**src/rtl/excp_ctrl_pkg.sv**
```systemverilog
// Shared constants, FSM encodings and mstatus update helpers for the trap sequencer.
// Timer support is enabled by defining EXCP_TIMER_EN.
package excp_ctrl_pkg;

    localparam int CPU_WIDTH = 32;

    localparam logic [CPU_WIDTH-1:0] MCAUSE_ECALL_M = 32'd11;
    localparam logic [CPU_WIDTH-1:0] MCAUSE_MTIMER  = 32'h8000_0007;

    localparam int MSTATUS_MIE    = 3;
    localparam int MSTATUS_MPIE   = 7;
    localparam int MSTATUS_MPP_LO = 11;
    localparam int MSTATUS_MPP_HI = 12;

    localparam logic [1:0] ST_IDLE  = 2'd0;
    localparam logic [1:0] ST_TRAP  = 2'd1;
    localparam logic [1:0] ST_MRET  = 2'd2;
    localparam logic [1:0] ST_REDIR = 2'd3;

    // Trap entry: stash MIE into MPIE, disable interrupts, record M-mode as previous privilege.
    function automatic logic [CPU_WIDTH-1:0] trap_mstatus(input logic [CPU_WIDTH-1:0] ms);
        logic [CPU_WIDTH-1:0] r;
        r = ms;
        r[MSTATUS_MPIE] = ms[MSTATUS_MIE];
        r[MSTATUS_MIE] = 1'b0;
        r[MSTATUS_MPP_HI:MSTATUS_MPP_LO] = 2'b11;
        return r;
    endfunction

    function automatic logic [CPU_WIDTH-1:0] mret_mstatus(input logic [CPU_WIDTH-1:0] ms);
        logic [CPU_WIDTH-1:0] r;
        r = ms;
        r[MSTATUS_MIE] = ms[MSTATUS_MPIE];
        r[MSTATUS_MPIE] = 1'b1;
        r[MSTATUS_MPP_HI:MSTATUS_MPP_LO] = 2'b11;
        return r;
    endfunction

endpackage

```
**src/rtl/excp_timer.sv**
```systemverilog
// Machine timer: free-running mtime, writable mtimecmp and a sticky pending flag.
// Instantiated by excp_ctrl only when EXCP_TIMER_EN is defined.
module excp_timer #(
    parameter logic [31:0] MTIMECMP_RST = 32'hFFFF_FFFF
) (
    input  logic        clk,
    input  logic        rst_n,
    input  logic        cmp_wen,
    input  logic [31:0] cmp_wdata,
    output logic [31:0] mtime,
    output logic        tip
);

    logic [31:0] mtimecmp;

    // A compare write takes precedence over a coincident match so software can always clear pending.
    always_ff @(posedge clk) begin
        if (!rst_n) begin
            mtime    <= 32'd0;
            mtimecmp <= MTIMECMP_RST;
            tip      <= 1'b0;
        end else begin
            mtime <= mtime + 32'd1;
            if (cmp_wen) begin
                mtimecmp <= cmp_wdata;
                tip      <= 1'b0;
            end else if (mtime == mtimecmp) begin
                tip <= 1'b1;
            end
        end
    end

endmodule

```
**src/rtl/excp_ctrl.sv**
```systemverilog
// Trap sequencer: turns ecall/mret/timer events into csrfile writes followed by a PC redirect.
// Define EXCP_TIMER_EN to include the machine timer; otherwise o_tip and o_mtime read 0.
module excp_ctrl
    import excp_ctrl_pkg::*;
#(
    parameter logic [31:0] MTIMECMP_RST = 32'hFFFF_FFFF
) (
    input  logic                 i_clk,
    input  logic                 i_rst_n,
    input  logic                 i_valid,
    input  logic [CPU_WIDTH-1:0] i_pc,
    input  logic                 i_ecall,
    input  logic                 i_mret,
    input  logic [CPU_WIDTH-1:0] i_mstatus,
    input  logic [CPU_WIDTH-1:0] i_mtvec,
    input  logic [CPU_WIDTH-1:0] i_mepc,
    output logic                 o_mepc_wen,
    output logic [CPU_WIDTH-1:0] o_mepc_wdata,
    output logic                 o_mcause_wen,
    output logic [CPU_WIDTH-1:0] o_mcause_wdata,
    output logic                 o_mstatus_wen,
    output logic [CPU_WIDTH-1:0] o_mstatus_wdata,
    output logic                 o_busy,
    output logic                 o_redirect,
    output logic [CPU_WIDTH-1:0] o_redirect_pc,
    input  logic                 i_cmp_wen,
    input  logic [31:0]          i_cmp_wdata,
    output logic [31:0]          o_mtime,
    output logic                 o_tip
);

    logic [1:0]           state_q;
    logic [1:0]           state_d;
    logic [CPU_WIDTH-1:0] cause_q;
    logic [CPU_WIDTH-1:0] epc_q;
    logic [CPU_WIDTH-1:0] target_q;
    logic                 idle;
    logic                 irq_ev;
    logic                 ecall_ev;
    logic                 mret_ev;
    logic                 accept;
    logic                 unused_in;

`ifdef EXCP_TIMER_EN
    excp_timer #(
        .MTIMECMP_RST(MTIMECMP_RST)
    ) u_timer (
        .clk      (i_clk),
        .rst_n    (i_rst_n),
        .cmp_wen  (i_cmp_wen),
        .cmp_wdata(i_cmp_wdata),
        .mtime    (o_mtime),
        .tip      (o_tip)
    );
    assign unused_in = ^{i_mtvec[1:0], MTIMECMP_RST};
`else
    assign o_mtime   = 32'd0;
    assign o_tip     = 1'b0;
    assign unused_in = ^{i_mtvec[1:0], MTIMECMP_RST, i_cmp_wen, i_cmp_wdata};
`endif

    assign idle     = (state_q == ST_IDLE);
    // Interrupts are not qualified by i_valid; the presented instruction is squashed either way.
    assign irq_ev   = o_tip & i_mstatus[MSTATUS_MIE];
    assign ecall_ev = i_valid & i_ecall;
    assign mret_ev  = i_valid & i_mret;
    assign accept   = i_rst_n & idle & (irq_ev | ecall_ev | mret_ev);

    always_comb begin
        state_d = state_q;
        case (state_q)
            ST_IDLE: begin
                if (irq_ev || ecall_ev) state_d = ST_TRAP;
                else if (mret_ev)       state_d = ST_MRET;
            end
            ST_TRAP:  state_d = ST_REDIR;
            ST_MRET:  state_d = ST_REDIR;
            default:  state_d = ST_IDLE;
        endcase
    end

    always_ff @(posedge i_clk) begin
        if (!i_rst_n) begin
            state_q  <= ST_IDLE;
            cause_q  <= '0;
            epc_q    <= '0;
            target_q <= '0;
        end else begin
            state_q <= state_d;
            if (idle && (irq_ev || ecall_ev)) begin
                cause_q <= irq_ev ? MCAUSE_MTIMER : MCAUSE_ECALL_M;
                epc_q   <= i_pc;
            end
            if (state_q == ST_TRAP) target_q <= {i_mtvec[CPU_WIDTH-1:2], 2'b00};
            if (state_q == ST_MRET) target_q <= i_mepc;
        end
    end

    // Outputs are gated by reset so a sequence interrupted by reset writes nothing more.
    assign o_mepc_wen      = i_rst_n & (state_q == ST_TRAP);
    assign o_mcause_wen    = i_rst_n & (state_q == ST_TRAP);
    assign o_mstatus_wen   = i_rst_n & ((state_q == ST_TRAP) | (state_q == ST_MRET));
    assign o_mepc_wdata    = epc_q;
    assign o_mcause_wdata  = cause_q;
    assign o_mstatus_wdata = (state_q == ST_MRET) ? mret_mstatus(i_mstatus) : trap_mstatus(i_mstatus);
    assign o_redirect      = i_rst_n & (state_q == ST_REDIR);
    assign o_redirect_pc   = target_q;
    assign o_busy          = i_rst_n & (~idle | accept);

endmodule
```
**config.mk**
```make
export PLATFORM = sky130hd
export DESIGN_NAME = excp_ctrl
export DESIGN_NICKNAME = d
export VERILOG_FILES = /design/src/rtl/excp_ctrl_pkg.sv /design/src/rtl/excp_timer.sv /design/src/rtl/excp_ctrl.sv
export SDC_FILE = /design/constraint.sdc
export NUM_CORES = 1
export LEC_CHECK = 0
export CORE_AREA = 2 2 131 133
export CTS_BUF_LIST = sky130_fd_sc_hd__clkbuf_2 sky130_fd_sc_hd__clkbuf_4 sky130_fd_sc_hd__clkbuf_8
export DETAILED_ROUTE_END_ITERATION = 7
export DIE_AREA = 0 0 133 135
export PLACE_DENSITY_LB_ADDON = 0.08
export SLEW_MARGIN = 20
export SYNTH_ARGS = -nofsm -noshare
export SYNTH_HDL_FRONTEND = slang
export SYNTH_SLANG_ARGS = --single-unit
export TNS_END_PERCENT = 5
```
**constraint.sdc**
```tcl
create_clock -name i_clk -period 1.8 [get_ports i_clk]
set_input_delay 0.36 -clock i_clk [delete_from_list [all_inputs] [get_ports i_clk]]
set_output_delay 0.36 -clock i_clk [all_outputs]
set_load 0.05 [all_outputs]
```
* Yosys cells after proc, flatten, opt, wreduce, memory -nomap -nowiden *
Cells that the tools add are included.

cells by class
  multipliers = 0
  div/mod/pow operators = 0
  shifts and indexed selects = 0
  eq/ne operators = 4
  add/sub/neg operators = 0
  reductions and logical operators = 4
  mux-type cells = 6
  bitwise operators = 12
  magnitude comparators = 0

operator list
  cell                  count
  $mux W32              2
  $and A1 B1 Y1         8
  $mux W8               1
  $eq A2 B2 Y1 const B  2
  $mux W2               2
  $pmux W2 S2           1
  $ne A3 B1 Y1 const B  1
  $or A1 B1 Y1          3
  $eq A2 B1 Y1 const B  1
  $logic_not A2 Y1      1
  $reduce_bool A2 Y1    1
  $reduce_or A2 Y1      1
  $logic_and A1 B1 Y1   1
  $not A1 Y1            1

word-level totals
  memories = 0
  RAM bits = 0
  ROM bits = 0
  word-level logic and storage cells = 30
  input bits = 166
  register bits after elaboration = 67
  output and inout bits = 166
  bits in latches = 0

* Depth between registers and ports, before layout *
Gate-level depths: netlist of run 1.

  depth after elaboration = 5
  mapped depth = 7
  mapped depth without buffers = 5

* Worst setup path after synthesis of run 1 *
OpenSTA, ideal clock, no wires.

  path kind = input port to output port
  start = in i_rst_n
  end = out o_busy
  stages = 3
  buffers on the path = 2
  slack = -0.421 ns
  data arrival time = 1.861 ns
  data required time = 1.440 ns
  path through = clkbuf_8 -> clkbuf_1 -> a21boi_0

between the ends
  word-level cells in the longest chain between the ends = 4

ends and longest elaborated chain
  element                      line              text
  start: declaration           excp_ctrl.sv:9    input logic i_rst_n,
  $and A1 B1 Y1 (2 in series)  excp_ctrl.sv:67   assign accept = i_rst_n & idle & (irq_ev | ecall_ev | mret_ev);
  $or A1 B1 Y1                 excp_ctrl.sv:108  assign o_busy = i_rst_n & (~idle | accept);
  $and A1 B1 Y1 *              excp_ctrl.sv:108
  end: declaration             excp_ctrl.sv:23   output logic o_busy,

Mark *: on every way between the ends. The rest lies on a longest branch, timed or not.

* Worst setup path in the final report of run 1 *
  start = reg state_q[0]
  end = out o_mstatus_wdata[7]

between the ends
  word-level cells in the longest chain between the ends = 2

ends and longest elaborated chain
  element                   line              text
  start: declaration        excp_ctrl.sv:32   logic [1:0] state_q;
  start signal: assignment  excp_ctrl.sv:89   state_q <= state_d;
  $eq A2 B2 Y1              excp_ctrl.sv:105  assign o_mstatus_wdata = (state_q == ST_MRET) ? mret_mstatus(i_mstatus) : trap_mstatus(i_mstatus);
  $mux W8                   excp_ctrl.sv:105
  end: declaration          excp_ctrl.sv:22   output logic [CPU_WIDTH-1:0] o_mstatus_wdata,

No other way between the ends.

==> results by group, run 1 <==
Logic synthesis
  • Syn_area_per_cell: just under 9 sq um
  • Largest family of logic cells by synthesized area: buffers and inverters
  • Syn Inst Count: 406
  • Syn. warnings: 0
  • Post-synthesis register bit count: 67
  • Synth Area in Adders: 0.0138
  • Sequential area share after synthesis: 0.370
  • Synthesized cell area: around 3600 sq um
  • Multiplexer share of the synthesized area: 0.0828
  • Synth unique cells: 24
  • Synth Area in XOR/XNOR: 0
  • Post-synthesis compound-gate area fraction: 0.171
  • Simple-gate area share of the yosys netlist: 0.118

Floorplanning
  • Die area: between 15000 and 20000 sq um
  • DIE HEIGHT: between 100 and 150 um
  • FP Rows: 47
  • Starting density of the core: 0.221
  • Total core area: about 16000 sq um
  • I/O pins: ~330
  • Die Wd: between 100 and 150 um

Placed design
  • Port buffer count: ~170
  • Placer Congestion: between 0.6 and 0.7
  • Placement Cell Area: a little over 5000 sq um
  • Worst slack, placed: ~0.019 ns
  • DP HPWL: 7.56 mm

Global route
  • Total grt overflow: 0
  • Number of global-route vias before repair: roughly 2.9k
  • First-pass GRT wire length: around 15 mm
  • Largest net degree at the start of global routing: between 60 and 70
  • Total Routing Usage GR: 0.109
  • Initial antenna violation count: 0

Drt
  • # DRC: 0
  • Initial DRC Count: 39
  • Total number of vias: ~2.9k
  • Detailed Route WL: ~10 mm
  • WL per Instance: ~13 um
  • First-pass iteration count of the detailed router: 3
  • Routed Antenna Nets: 0
  • Vias per std cell: approximately 3.8

Timing
  • Slew Viols, Final: 0
  • Fin worst setup slack: approximately 0.017 ns
  • WHS: ~0.45 ns
  • TNS Setup: 0 ns
  • Unrepaired setup endpoints after global routing: true
  • Highest clock rate: between 500 and 600 MHz
  • Post-route clock period utilization: 0.991
  • Setup Skew: ~0.008 ns
  • Final setup vio count: 0
  • Final Hold Viols: 0
  • Minimum clock period: 1.78 ns

Clock tree
  • Total CTS buffers: 9
  • Clock root cell: clkbuf_8
  • CTS sink cnt: between 60 and 70
  • H-tree depth: 3
  • Max Buffers Root-to-Sink: 2
  • TritonCTS clock tree: built
  • Clock transition at path regs: roughly 0.08 ns
  • Worst skew pair latency: 0.35 ns

Critical path
  • CP Data Required Time: approximately 1.4 ns
  • Worst-path maximum fanout: 4
  • Worst setup endpoint: o_mstatus_wdata[7]
  • Critical Path Start: state_q[0]$_SDFFE_PN0P_
  • CP Capture Type: output pin
  • FF-to-FF Start: state_q[0]$_SDFFE_PN0P_
  • Arrival @ worst endpoint: about 1.4 ns
  • Crit Reg-Reg Endpoint: o_redirect_pc[21]$_SDFFE_PN0P_
  • Startpoint types: flip-flop
  • Crit Path Class: flip-flop to output pin
  • Setup slack, reg-to-reg: ~0.40 ns
  • R2R cell count: 6

Cells and area
  • # diodes: 0
  • Area added between synthesis and finish: 45.6%
  • Multi-input combinational cell area: roughly 1700 sq um
  • Share of cells above drive strength 1: 0.209
  • Reg area: 1350 sq um
  • Most common cell after layout, fill and taps aside: clkdlybuf4s50_1
  • Final nets: 715
  • Filler cells: between 1.5k and 2k
  • Leading cell types in the layout, fill and taps excluded: clkdlybuf4s50_1, nand2_1, buf_4, dfxtp_1, conb_1
  • Finished layout cell area: around 5300 sq um

Run status
  • Status: finished clean

Job
  • MaxCap Viol Count: 0

Pwr
  • Design Power: ~8.1 mW
  • Pwr Density: between 1500 and 2000 nW/um^2
  • Leak: between 2 and 2.5 nW
  • Max IR drop VDD: 637 uV

Worst hold path
  • Min-Delay Path Depth: 2
  • Worst hold path type: flip-flop to flip-flop
routing by layer:
metal | vias up | global-route usage | routed length (um)
li1 | 1457 | - | -
met1 | 1295 | 0.120 | 4100
met2 | 153 | 0.179 | 4680
met3 | 30 | 0.0458 | 1010
met4 | 0 | 0.0603 | 280
met5 | - | 0 | 0
final cells by class:
type	instances	area share
clock buffers	12	0.0313
clock inverters	4	0.00900
inverters	3	0.00213
multi-input cells	277	0.316
flip-flops and latches	67	0.255
well taps	220	0.0521
repair buffers	187	0.334
through the flow:
| stage | utilization | std cells |
|---|---|---|
| after global routing | 0.322 | 770 |
| after CTS | 0.322 | 770 |
| after floorplan | - | 468 |
| after global placement | 0.306 | 753 |
| final | 0.322 | 770 |
| after detailed placement | 0.306 | 753 |
worst max-delay path, stage by stage (launching register included):
cell and delay [ns]:
dfxtp_2 0.37, inv_2 0.07, ha_4 0.18, or2_2 0.30, buf_6 0.16
cell usage after synthesis:
cell,number,share of area
buf_4,98,0.20
nand2_1,96,0.099
dfxtp_1,67,0.37
a21boi_1,31,0.064
mux2i_1,30,0.083
o211a_1,30,0.083
clkbuf_1,15,0.016
a21boi_0,6,0.012
and2_1,4,0.0069
ha_1,4,0.014
nand3_1,4,0.0055
buf_2,3,0.0041
buf_6,3,0.0093
inv_1,3,0.0031
clkbuf_8,2,0.0076
conb_1,2,0.0021
a21bo_1,1,0.0028
a221o_1,1,0.0028
a221o_2,1,0.0031
and3_1,1,0.0017
nand3_2,1,0.0028
o21a_1,1,0.0021
o21ai_1,1,0.0014
or2_2,1,0.0017
flip-flops by register name, indices dropped and copies added (netlist names):
signal and flops:
o_mcause_wdata 1, state_q 2, o_redirect_pc 32, o_mepc_wdata 32
repair_timing:
item                       in CTS  in global routing
cloned                          0                  0
hold buffers                    0                  0
pin swaps                       0                  0
setup endpoints to repair       5                  3
resized for setup               8                  1
setup buffers                   1                  0
worst min-delay path by stage:
stage,start,endpoint,slack (ns)
3_5_place_dp,o_mepc_wdata[16]$_SDFFE_PN0P_,o_mepc_wdata[16]$_SDFFE_PN0P_,0.45
5_1_grt,o_mepc_wdata[15]$_SDFFE_PN0P_,o_mepc_wdata[15]$_SDFFE_PN0P_,0.47
4_1_cts,o_mepc_wdata[16]$_SDFFE_PN0P_,o_mepc_wdata[16]$_SDFFE_PN0P_,0.46
2_1_floorplan,state_q[1]$_SDFFE_PN0P_,state_q[1]$_SDFFE_PN0P_,0.48
6_report,o_mepc_wdata[15]$_SDFFE_PN0P_,o_mepc_wdata[15]$_SDFFE_PN0P_,0.45
3_3_place_gp,o_mepc_wdata[27]$_SDFFE_PN0P_,o_mepc_wdata[27]$_SDFFE_PN0P_,0.44
report_power, final:
| part | switching, mW | internal, mW |
|---|---|---|
| Combinational | 2.95 | 1.75 |
| Sequential | 0.191 | 1.85 |
| Clock | 0.599 | 0.749 |
| Total | 3.74 | 4.35 |
kinds of logic (layout without fill, tap and decap cells):
logic type	count (synthesis)	after routing
AOI/OAI and AO/OA	72	72
and+or+nand+nor	107	107
DFF	67	67
other	2	64
muxes	30	30
adders and majority gates	4	4
buffers and inverters	124	206
(Power assumes the default switching activity.)
==> run 2, diff against run 1 <==
RECOVER_POWER = 25   (was unset)
==> results by group, run 2 (same netlist as run 1, synthesis figures left out) <==
Run status
  • Status: finished clean

Clock tree
  • Hold buffer count at cts: 0 (unchanged)
  • Clock transition at path regs: 0.08 ns (about the same)
  • Worst skew pair latency: 0.35 ns (about the same)
  • H-tree depth: 3 (unchanged)
  • Total CTS buffers: 9 (unchanged)
  • Max Buffers Root-to-Sink: 2 (unchanged)
  • TritonCTS clock tree: built
  • CTS sink cnt: 67 (unchanged)
  • Clock root cell: clkbuf_8

Global route
  • Initial antenna violation count: 0 (unchanged)
  • Total Routing Usage GR: 0.109 (unchanged)
  • First-pass GRT wire length: 15.3 mm (unchanged)
  • Number of global-route vias before repair: 2878 (unchanged)
  • Total grt overflow: 0 (unchanged)
  • Largest net degree at the start of global routing: 63 (unchanged)

Placed design
  • Worst slack, placed: 0.0194 ns (unchanged)
  • Placer Congestion: 0.694 (unchanged)
  • Port buffer count: 174 (unchanged)
  • DP HPWL: 7.56 mm (unchanged)
  • Placed Cells: 753 (unchanged)
  • Placement Cell Area: 5030 sq um (unchanged)

Drt
  • WL per Instance: 13.1 um (about the same)
  • Total number of vias: 2935 (unchanged)
  • Routed Antenna Nets: 0 (unchanged)
  • Detailed Route WL: 10.1 mm (about the same)
  • Initial DRC Count: 37 (-5.1%)
  • # DRC: 0 (unchanged)
  • First-pass iteration count of the detailed router: 3 (unchanged)
  • Vias per std cell: 3.81 (unchanged)

Timing
  • Unrepaired setup endpoints after global routing: true
  • Rel. slew slack: 0.549
  • Minimum clock period: 1.78 ns (+0.000000100 ns)
  • Setup Skew: 0.00798 ns (+0.0000173 ns)
  • Slew Viols, Final: 0 (unchanged)
  • Final Hold Viols: 0 (unchanged)
  • Post-route clock period utilization: 0.991 (about the same)
  • Final setup vio count: 0 (unchanged)
  • Highest clock rate: 561 MHz (unchanged)
  • Fin worst setup slack: 0.0168 ns (-0.000000100 ns)
  • Worst-margin pin slew: 0.679 ns

Floorplanning
  • FP Rows: 47 (unchanged)
  • DIE HEIGHT: 135 um (unchanged)
  • Starting density of the core: 0.221 (unchanged)
  • Die Wd: 133 um (unchanged)
  • I/O pins: 332 (unchanged)
  • Total core area: 16400 sq um (unchanged)
  • Die area: 18000 sq um (unchanged)

Cells and area
  • # diodes: 0 (unchanged)
  • Leading cell types in the layout, fill and taps excluded: clkdlybuf4s50_1, nand2_1, dfxtp_1, conb_1, buf_4
  • Area added between synthesis and finish: 44.2%
  • Filler cells: 1714 (+0.47%)
  • Final nets: 715 (unchanged)
  • Share of cells above drive strength 1: 0.185 (-0.0236)
  • Most common cell after layout, fill and taps aside: clkdlybuf4s50_1
  • Finished Core Util: 0.319 (-0.00298)
  • Finished layout cell area: 5230 sq um (-0.92%)
  • Final Non-Filler Cells: 770 (unchanged)

Critical path
  • CP Capture Type: output pin
  • Startpoint types: flip-flop
  • Worst-path maximum fanout: 4 (unchanged)
  • Arrival @ worst endpoint: 1.42 ns (about the same)
  • Crit Path Class: flip-flop to output pin
  • CP Data Required Time: 1.44 ns (about the same)

Pwr
  • Pwr Density: 1540 nW/um^2 (+0.33%)
  • Design Power: 8.05 mW (-0.60%)
  • Leak: 2.37 nW (-2.2%)
  • Max IR drop VDD: 637 uV (about the same)

Worst hold path
  • Worst hold path type: flip-flop to flip-flop

Job
  • MaxCap Viol Count: 0 (unchanged)
## run 2: per-layer routing
layer  routed length (um)  vias up  global-route usage  share of wire
li1                     -     1457                   -              -
met1                 4120     1295               0.120           0.41
met2                 4680      153               0.179           0.46
met3                 1010       30              0.0458           0.10
met4                  280        0              0.0603          0.028
met5                    0        -                   0              0
## run 2: worst max-delay path: stages, from the launching register on
cell	delay, ns
dfxtp_2	0.37
inv_2	0.07
ha_4	0.18
or2_2	0.30
buf_6	0.16
## run 2: power breakdown
part	total, mW	leakage, nW	internal (mW)	switching [mW]
combinational	4.66	1.71	1.71	2.95
clock	1.35	0.108	0.749	0.599
sequential	2.04	0.551	1.85	0.190
total	8.05	2.37	4.30	3.74
## run 2: area by class of cell
| cell class | count | area [sq um] | area share |
|---|---|---|---|
| sequential | 67 | 1350 | 0.257 |
| timing repair buffer | 187 | 1720 | 0.328 |
| multi-input combinational | 277 | 1670 | 0.319 |
| clock buffer | 12 | 165 | 0.0316 |
| tap | 220 | 275 | 0.0526 |
| clock inverter | 4 | 47.5 | 0.00908 |
| inverter | 3 | 11.3 | 0.00215 |
## run 2: through the flow
step                      hold slack [ns]  setup TNS [ns]
after floorplan                     0.475         -0.0669
after global placement              0.443               0
after detailed placement            0.448               0
after CTS                           0.458         -0.0224
after global routing                0.474         -0.0525
final                               0.454               0
## run 2: final timing paths
path,slack (ns),end,depth (start not counted),start
worst max register to register,0.40,o_redirect_pc[21]$_SDFFE_PN0P_,6,state_q[0]$_SDFFE_PN0P_
worst min register to register,0.45,o_mepc_wdata[15]$_SDFFE_PN0P_,2,o_mepc_wdata[15]$_SDFFE_PN0P_
worst max-delay path,0.02,o_mstatus_wdata[7],4,state_q[0]$_SDFFE_PN0P_
worst min-delay path,0.45,o_mepc_wdata[15]$_SDFFE_PN0P_,2,o_mepc_wdata[15]$_SDFFE_PN0P_
## run 2: timing repair
action,CTS,global route
setup endpoints to repair,5,3
resized for setup,8,1
setup buffers,1,0
